## src/rtl/instr_prefetch_buffer.sv

```systemverilog
// Instruction prefetch front end: sequential fetch with pipelined memory requests,
// a PC-tagged FIFO towards decode, and branch flush that discards stale responses.
module instr_prefetch_buffer #(
   parameter int               XLEN      = 32,
   parameter int               DEPTH     = 4,
   parameter int               MAX_OUTST = 2,
   parameter logic [XLEN-1:0]  RESET_PC  = '0
) (
   input  logic             i_clk,
   input  logic             i_rst,
   input  logic             i_halt,
   input  logic             i_branch_en,
   input  logic [XLEN-1:0]  i_branch_addr,
   output logic             o_imem_req,
   output logic [XLEN-1:0]  o_imem_addr,
   input  logic             i_imem_ready,
   input  logic             i_imem_rvalid,
   input  logic [XLEN-1:0]  i_imem_rdata,
   output logic             o_instr_valid,
   output logic [XLEN-1:0]  o_instr,
   output logic [XLEN-1:0]  o_instr_pc,
   input  logic             i_instr_ready,
   output logic             o_err
);

   localparam int              AW          = (DEPTH > 1) ? $clog2(DEPTH) : 1;
   localparam int              CW          = AW + 1;
   localparam logic [CW:0]     DEPTH_W     = (CW+1)'(DEPTH);
   localparam logic [CW-1:0]   MAX_OUTST_W = CW'(MAX_OUTST);
   localparam logic [XLEN-1:0] PC_STEP     = XLEN'(4);
   localparam logic [XLEN-1:0] ALIGN_MASK  = ~XLEN'(3);

   logic [XLEN-1:0] fpc, fpc_nxt;
   logic [XLEN-1:0] rpc, rpc_nxt;
   logic [CW-1:0]   count, count_nxt;
   logic [CW-1:0]   outst, outst_nxt;
   logic [CW-1:0]   drop, drop_nxt;
   logic [AW-1:0]   wr_ptr, wr_ptr_nxt;
   logic [AW-1:0]   rd_ptr, rd_ptr_nxt;
   logic            err_nxt;

   logic [XLEN-1:0] mem_instr [DEPTH];
   logic [XLEN-1:0] mem_pc    [DEPTH];

   logic [XLEN-1:0] target;
   logic            accept;
   logic            rsp;
   logic            spurious;
   logic            push;
   logic            pop;
   logic            instr_valid;

   assign target      = i_branch_addr & ALIGN_MASK;
   assign instr_valid = (count != '0);

   // Reserving FIFO space for every in-flight word makes overflow impossible.
   assign o_imem_req  = !i_rst && !i_halt && !i_branch_en
                        && (({1'b0, count} + {1'b0, outst}) < DEPTH_W)
                        && (outst < MAX_OUTST_W);
   assign o_imem_addr = fpc;

   assign accept   = o_imem_req && i_imem_ready;
   assign rsp      = i_imem_rvalid && (outst != '0);
   assign spurious = i_imem_rvalid && (outst == '0);
   assign push     = rsp && (drop == '0) && !i_branch_en && !i_rst;
   assign pop      = instr_valid && i_instr_ready && !i_branch_en;

   assign o_instr_valid = instr_valid;
   assign o_instr       = instr_valid ? mem_instr[rd_ptr] : '0;
   assign o_instr_pc    = instr_valid ? mem_pc[rd_ptr]    : '0;

   always_comb begin
      fpc_nxt    = fpc;
      rpc_nxt    = rpc;
      count_nxt  = count;
      drop_nxt   = drop;
      wr_ptr_nxt = wr_ptr;
      rd_ptr_nxt = rd_ptr;
      err_nxt    = o_err || spurious;
      outst_nxt  = outst + CW'(accept) - CW'(rsp);

      if (i_branch_en) begin
         // Everything still in flight after this cycle belongs to the old path.
         fpc_nxt    = target;
         rpc_nxt    = target;
         count_nxt  = '0;
         drop_nxt   = outst - CW'(rsp);
         wr_ptr_nxt = '0;
         rd_ptr_nxt = '0;
      end else begin
         if (accept) begin
            fpc_nxt = fpc + PC_STEP;
         end
         if (rsp && (drop != '0)) begin
            drop_nxt = drop - CW'(1);
         end
         if (push) begin
            rpc_nxt    = rpc + PC_STEP;
            wr_ptr_nxt = wr_ptr + AW'(1);
         end
         if (pop) begin
            rd_ptr_nxt = rd_ptr + AW'(1);
         end
         count_nxt = count + CW'(push) - CW'(pop);
      end
   end

   always_ff @(posedge i_clk) begin
      if (i_rst) begin
         fpc    <= RESET_PC;
         rpc    <= RESET_PC;
         count  <= '0;
         outst  <= '0;
         drop   <= '0;
         wr_ptr <= '0;
         rd_ptr <= '0;
         o_err  <= 1'b0;
      end else begin
         fpc    <= fpc_nxt;
         rpc    <= rpc_nxt;
         count  <= count_nxt;
         outst  <= outst_nxt;
         drop   <= drop_nxt;
         wr_ptr <= wr_ptr_nxt;
         rd_ptr <= rd_ptr_nxt;
         o_err  <= err_nxt;
      end
   end

   always_ff @(posedge i_clk) begin
      if (push) begin
         mem_instr[wr_ptr] <= i_imem_rdata;
         mem_pc[wr_ptr]    <= rpc;
      end
   end

endmodule

```

## config.mk

```make
export PLATFORM = sky130hd
export DESIGN_NAME = instr_prefetch_buffer
export DESIGN_NICKNAME = d
export VERILOG_FILES = /design/src/rtl/instr_prefetch_buffer.sv
export SDC_FILE = /design/constraint.sdc
export NUM_CORES = 1
export LEC_CHECK = 0
export ABC_AREA = 1
export CORE_AREA = 3 3 163 197
export DETAILED_ROUTE_END_ITERATION = 6
export DIE_AREA = 0 0 166 200
export PLACE_DENSITY_LB_ADDON = 0.15
export SYNTH_ARGS = -nofsm -noshare
export SYNTH_HDL_FRONTEND = slang
export SYNTH_SLANG_ARGS = --single-unit
```

## constraint.sdc

```tcl
create_clock -name i_clk -period 14.24 [get_ports i_clk]
set_input_delay 2.848 -clock i_clk [delete_from_list [all_inputs] [get_ports i_clk]]
set_output_delay 2.848 -clock i_clk [all_outputs]
set_load 0.05 [all_outputs]
```

=== After elaboration in Yosys (flattened, before gate mapping) ===
Memory sizes are Yosys's and may differ from the RTL's. A register that Yosys moved wholly into a read port is not among the register bits.
Cells that the tools add are included.

* Bits in registers: 78
* Bits in writable memories: 256
* Input bits: 71
* Output and inout bits: 99
* Logic and storage cells: 65
* Memories: 2

* $add $sub $neg: 11
* Magnitude comparators: 2
* Multiplexer cells: 14
* Reductions and logical operators: 26

{| class="wikitable"
|+ Memories
! memory !! depth !! width !! read ports !! clocked after Yosys merged registers in !! write ports !! RTL line !! text
|-
| mem_instr || 4 || 32 || 1 || 1 || 1 || 42 || <nowiki>logic [XLEN-1:0] mem_instr [DEPTH];</nowiki>
|-
| mem_pc || 4 || 32 || 1 || 1 || 1 || 43 || <nowiki>logic [XLEN-1:0] mem_pc [DEPTH];</nowiki>
|}

{| class="wikitable"
|+ Operator list
! kind !! number
|-
| $mux W32 || 6
|-
| $add A32 B3 Y32 const B || 2
|-
| $logic_and A1 B1 Y1 || 13
|-
| $reduce_bool A3 Y1 || 3
|-
| $sub A3 B1 Y3 || 3
|-
| $mux W2 || 4
|-
| $add A3 B1 Y3 || 2
|-
| $logic_not A3 Y1 || 2
|-
| $mux W3 || 2
|-
| $reduce_bool A2 Y1 || 3
|-
| $add A2 B1 Y2 const B || 2
|-
| $add A3 B3 Y4 || 1
|-
| $lt A4 B3 Y1 const B || 1
|-
| $logic_not A1 Y1 || 3
|-
| $lt A3 B2 Y1 const B || 1
|-
| $sub A3 B1 Y3 const B || 1
|-
| $mux W1 || 2
|-
| $reduce_or A2 Y1 || 1
|-
| $logic_or A1 B1 Y1 || 1
|}

=== Logic depth before layout (Yosys ltp) ===
* Depth after elaboration: 8
* Depth in mapped cells: 14
* Depth with buffers taken out: 13

=== Worst setup path after synthesis ===
No wires, ideal clock.

* Path kind: input to register
* Start: in i_branch_en
* End: mem mem_instr[0][0], enable pin
* Setup time: 0.482 ns
* Data arrival time: 6.100 ns
* Data required time: 13.758 ns
* Path slack: 7.658 ns
* Stages: 7
* Path buffers: 2
* Cells stage by stage: buf_6 nor2_8 inv_2 nor2_1 nand2_1 buf_2 nor2_1

* Word-level cells in the longest chain between the ends: 5

{| class="wikitable"
|+ RTL lines
! what !! RTL line !! text
|-
| start: declaration || 12 || <nowiki>input logic i_branch_en,</nowiki>
|-
| $logic_not A1 Y1 || 65 || <nowiki>assign push = rsp && (drop == '0) && !i_branch_en && !i_rst;</nowiki>
|-
| $logic_and A1 B1 Y1 (2 in series) || 65 ||
|-
| $mux W1 || 131 || <nowiki>if (push) begin</nowiki>
|-
| $mux W1 (implied by the code) || 132 || <nowiki>mem_instr[wr_ptr] <= i_imem_rdata;</nowiki>
|-
| end: declaration || 42 ||
|}

No other way between the ends.

=== Final worst setup path ===
* Start: in i_branch_en
* End: out o_imem_req

* Word-level cells in the longest chain between the ends: 4

{| class="wikitable"
|+ RTL lines
! what !! RTL line !! text
|-
| $logic_not A1 Y1 || 57 || <nowiki>assign o_imem_req = !i_rst && !i_halt && !i_branch_en</nowiki>
|-
| $logic_and A1 B1 Y1 || 57 ||
|-
| $logic_and A1 B1 Y1 || 58 || <nowiki>&& (({1'b0, count} + {1'b0, outst}) < DEPTH_W)</nowiki>
|-
| $logic_and A1 B1 Y1 || 59 || <nowiki>&& (outst < MAX_OUTST_W);</nowiki>
|-
| end: declaration || 14 || <nowiki>output logic o_imem_req,</nowiki>
|}

No other way between the ends.

==> results_tabular.tex <==
\begin{tabular}{lr}
\hline
Metric & Value \\
\hline
\multicolumn{2}{l}{\textbf{Global route}} \\
\quad Global-route wire length before repair & 55500 um \\
\quad Via count of the first global-routing pass & around 11000 \\
\quad GRT Total Usage & 20.8\% \\
\quad Initial antenna violation count & 0 \\
\quad Maximum number of pins on one net before global-route repair & 85 \\
\quad Total grt overflow & 0 \\
\multicolumn{2}{l}{\textbf{Clocking}} \\
\quad Clock latency at the later pin of the worst-skew pair & 0.52 ns \\
\quad Clock tree from TritonCTS & yes \\
\quad H-Tree Level Count & 2 \\
\quad Clock root buffer & sky130\_fd\_sc\_hd\_\_clkbuf\_16 \\
\quad Clock-pin transition on the worst setup and hold timing paths & 0.06 ns \\
\quad Total number of clock tree sinks & 324 \\
\quad Hold-fix buffer count after cts & 0 \\
\quad Post-CTS Resized & 0 \\
\quad Total CTS buffers & 34 \\
\quad Bufs on Longest Clock Path & 3 \\
\quad Number of buffers added for setup after CTS & 0 \\
\multicolumn{2}{l}{\textbf{Worst setup path}} \\
\quad Cell chain of the critical path & clkdlybuf4s50\_1 -> buf\_4 -> nor2\_8 -> nand2\_2 -> nor2\_4 -> and2\_1 -> clkdlybuf4s50\_1 \\
\quad Critical path type & in2out \\
\quad Cell depth of the worst flop-to-flop path & 11 \\
\quad Endpoint type of the worst setup path & output port \\
\quad Data required time of the critical path & 11.39 ns \\
\quad Max stage delay on crit path & 0.80 ns \\
\quad Internal reg-to-reg setup slack & 11.29 ns \\
\quad Data arrival at the endpoint of the critical path & 5.01 ns \\
\quad Top cell by count, worst path & sky130\_fd\_sc\_hd\_\_clkdlybuf4s50\_1 \\
\quad Startpoint class of the critical path & input port \\
\quad Launch instance of the worst register-to-register path & count[1] \\
\quad Max Fanout on Critical Path & 35 \\
\quad Slowest cell on the critical path & sky130\_fd\_sc\_hd\_\_clkdlybuf4s50\_1 \\
\quad R2R Path End & count[2] \\
\multicolumn{2}{l}{\textbf{Timing}} \\
\quad Worst setup margin & 6.39 ns \\
\quad Unrepaired setup endpoints after global routing & no \\
\quad Period utilization & 55.2\% \\
\quad Clock tree skew after final layout & 0.0197 ns \\
\quad Final critical-path required period & 7.85 ns \\
\quad Number of slew-limit violations in the final report & 0 \\
\quad Maximum frequency from static timing analysis & 127 MHz \\
\quad Final hold violation count & 0 \\
\quad Setup\_tns & 0 ns \\
\quad Minimum hold slack & 0.453 ns \\
\quad Measured slew at the worst slew-check pin & 1.10 ns \\
\quad Setup Viol. Count Final & 0 \\
\quad Relative max-transition margin & $\sim$27\% \\
\multicolumn{2}{l}{\textbf{Floorplan}} \\
\quad Die X & about 170 um \\
\quad Height of the die & 200 um \\
\quad Core Region & 0.0304 mm\^{}2 \\
\quad Die Outline Area & 0.0332 mm\^{}2 \\
\quad Top Ports & 170 \\
\quad Cell row count & 70 \\
\quad Initial standard-cell utilization of the core & 47.9\% \\
\multicolumn{2}{l}{\textbf{Pwr}} \\
\quad Max IR drop VDD & around 0.000076 V \\
\quad Ratio of total power to cell area & 123 mW/mm\^{}2 \\
\quad Leak Pwr & 6.37 nW \\
\quad Total design power & 2.16 mW \\
\multicolumn{2}{l}{\textbf{Layout}} \\
\quad Most common cell after layout, fill and taps aside & sky130\_fd\_sc\_hd\_\_nor2\_1 \\
\quad Layout Area Growth over Synthesis & 20.9\% \\
\quad Count of antenna diodes in the layout & 0 \\
\quad Leading cell types in the layout, fill and taps excluded & sky130\_fd\_sc\_hd\_\_nor2\_1, sky130\_fd\_sc\_hd\_\_edfxtp\_1, sky130\_fd\_sc\_hd\_\_nand2\_1, sky130\_fd\_sc\_hd\_\_o21ai\_0, sky130\_fd\_sc\_hd\_\_clkdlybuf4s50\_1 \\
\quad Fraction of final layout cells sized beyond drive strength 1 & 4.95\% \\
\quad Area occupied by multi-input gates & 0.00484 mm\^{}2 \\
\quad Sequential cell area & 0.00897 mm\^{}2 \\
\quad Number of filler instances in the final layout & 2596 \\
\quad Number of nets in the layout & 1783 \\
\quad Utilization after layout & approximately 58\% \\
\multicolumn{2}{l}{\textbf{Worst hold path}} \\
\quad Worst hold path depth & 2 \\
\quad Class of the most critical hold timing path & reg2reg \\
\quad Start point of the worst hold path & rd\_ptr[1] \\
\multicolumn{2}{l}{\textbf{Placed design}} \\
\quad Worst setup slack after placement & 6.36 ns \\
\quad Placer's final routability congestion estimate & 0.890 \\
\quad Port buffer count & 163 \\
\quad Post-DP HPWL & 20900 um \\
\multicolumn{2}{l}{\textbf{Detailed routing}} \\
\quad Initial DRT Pass Iterations & 5 \\
\quad Post-route DRC violation count & 0 \\
\quad Mean routed wirelength per cell & 16.6 um \\
\quad Number of vias in the routed layout & 11015 \\
\quad Number of DRC markers after the initial detailed-route iteration & between 800 and 900 \\
\quad Number of nets still failing antenna checks after routing & 0 \\
\quad Avg Vias per Cell & 5.21 \\
\quad Routed wire length & 35200 um \\
\multicolumn{2}{l}{\textbf{Synthesis}} \\
\quad Sequential-to-total area share from yosys stat & 61.6\% \\
\quad Proportion of netlist area held by the largest area contributor & 51.2\% \\
\quad Commonest register cell after synthesis & sky130\_fd\_sc\_hd\_\_edfxtp\_1 \\
\quad Combined area of all synthesized cells & 0.0145 mm\^{}2 \\
\quad Synthesis warning total & 0 \\
\quad EDFF count, synth & 248 \\
\quad Avg Synthesized Cell Area & 9.37 um\^{}2 \\
\quad Dominant cell type by area after synthesis & sky130\_fd\_sc\_hd\_\_edfxtp\_1 \\
\quad Gate count of the mapped netlist & 1552 \\
\quad Area contributors post-synth & sky130\_fd\_sc\_hd\_\_edfxtp\_1, sky130\_fd\_sc\_hd\_\_dfxtp\_1, sky130\_fd\_sc\_hd\_\_nor2\_1, sky130\_fd\_sc\_hd\_\_nand2\_1, sky130\_fd\_sc\_hd\_\_o21ai\_0 \\
\quad Number of synthesized register bits & between 300 and 400 \\
\quad Number of distinct standard cells referenced by the synthesized netlist & 40 \\
\quad Fraction of registers with async set or reset after synthesis & 0\% \\
\multicolumn{2}{l}{\textbf{Status}} \\
\quad Result of the run & complete, no violations \\
\multicolumn{2}{l}{\textbf{Job}} \\
\quad Max\_cap viols & 0 \\
\hline
\end{tabular}
logic make-up after synthesis:
kind of cell / count (synthesis) / synth area share (%)
AO/OA/AOI/OAI: 295 / 10.3
flip-flops: 324 / 61.6
adder cells (fa/ha/maj): 19 / 1.74
XOR/XNOR: 18 / 1.08
other: 1 / 0.0258
multiplexers: 1 / 0.0688
AND/OR/NAND/NOR: 701 / 19.7
buffers and inverters: 193 / 5.42
how the worst max path moves through the flow:
stage                      from               to  slack [ns]  cells past startpoint
finish              i_branch_en       o_imem_req        6.39                      7
global route        i_branch_en       o_imem_req        6.29                      7
detailed placement  i_branch_en       o_imem_req        6.36                      7
global placement    i_branch_en       o_imem_req        6.39                      7
floorplan           i_branch_en  mem_instr[0][0]        7.66                      7
CTS                 i_branch_en       o_imem_req        6.36                      7
synth_stat cells (2+ instances only):
cell type                  count
sky130_fd_sc_hd__o21ai_0     163
sky130_fd_sc_hd__a21oi_1     115
sky130_fd_sc_hd__clkbuf_1     43
sky130_fd_sc_hd__or2_2         2
sky130_fd_sc_hd__o22ai_1       3
sky130_fd_sc_hd__and3_1        2
sky130_fd_sc_hd__edfxtp_1    248
sky130_fd_sc_hd__buf_1         5
sky130_fd_sc_hd__nand3b_1      8
sky130_fd_sc_hd__o21bai_1      4
sky130_fd_sc_hd__xnor2_1       7
sky130_fd_sc_hd__dfxtp_1      76
sky130_fd_sc_hd__nand2_1     238
sky130_fd_sc_hd__inv_2         5
sky130_fd_sc_hd__a31oi_1       7
sky130_fd_sc_hd__ha_1         17
sky130_fd_sc_hd__buf_6         2
sky130_fd_sc_hd__nand4_1       3
sky130_fd_sc_hd__o211ai_1      2
sky130_fd_sc_hd__buf_4         8
sky130_fd_sc_hd__nand2_2       3
sky130_fd_sc_hd__xor2_1       11
sky130_fd_sc_hd__fa_1          2
sky130_fd_sc_hd__nor2_2        3
sky130_fd_sc_hd__nand3_1      83
sky130_fd_sc_hd__nor2_1      348
sky130_fd_sc_hd__inv_1       115
sky130_fd_sc_hd__nor3_1        4
sky130_fd_sc_hd__buf_2        14
stage by stage:
step	std cells	instance area, um^2
6_report	2113	17600
5_1_grt	2113	17600
4_1_cts	2113	17600
3_5_place_dp	2053	16500
3_3_place_gp	2053	16500
2_1_floorplan	1555	14600
per-layer routing:
metal	part of all wire (%)	wire, um	up-vias	track usage, %
met5	0	0	-	0
met4	3.1	1090	0	7.58
met3	4.7	1650	66	2.88
met2	50	17500	301	37.4
met1	42	14900	5157	26.0
li1	-	-	5491	-
power by group:
part	switching [mW]	total, mW	internal [mW]
clock network	0.350	0.880	0.531
logic	0.132	0.208	0.0764
registers	0.0272	1.07	1.05
total	0.509	2.16	1.65
registers in the layout (all words and copies together), names as in the netlist, named ones only:
register and flops:
count 3, drop 3, mem_instr 128, mem_pc 120, o_err 1, o_imem_addr 30
outst 3, rd_ptr 2, rpc 30, wr_ptr 2
layout make-up:
type | count | area share [%]
repair buffers | 174 | 9.72
clock inverters | 15 | 1.09
well taps | 396 | 2.82
flip-flops and latches | 324 | 51.0
clock buffers | 45 | 5.25
inverters | 121 | 2.59
multi-input cells | 1038 | 27.5
worst max-delay path: cells and delay by family:
family	cells	cell delay, ns
and+or+nand+nor	4	0.69
buffers and inverters	3	1.45
No activity file was read; power rests on OpenSTA's default activity.
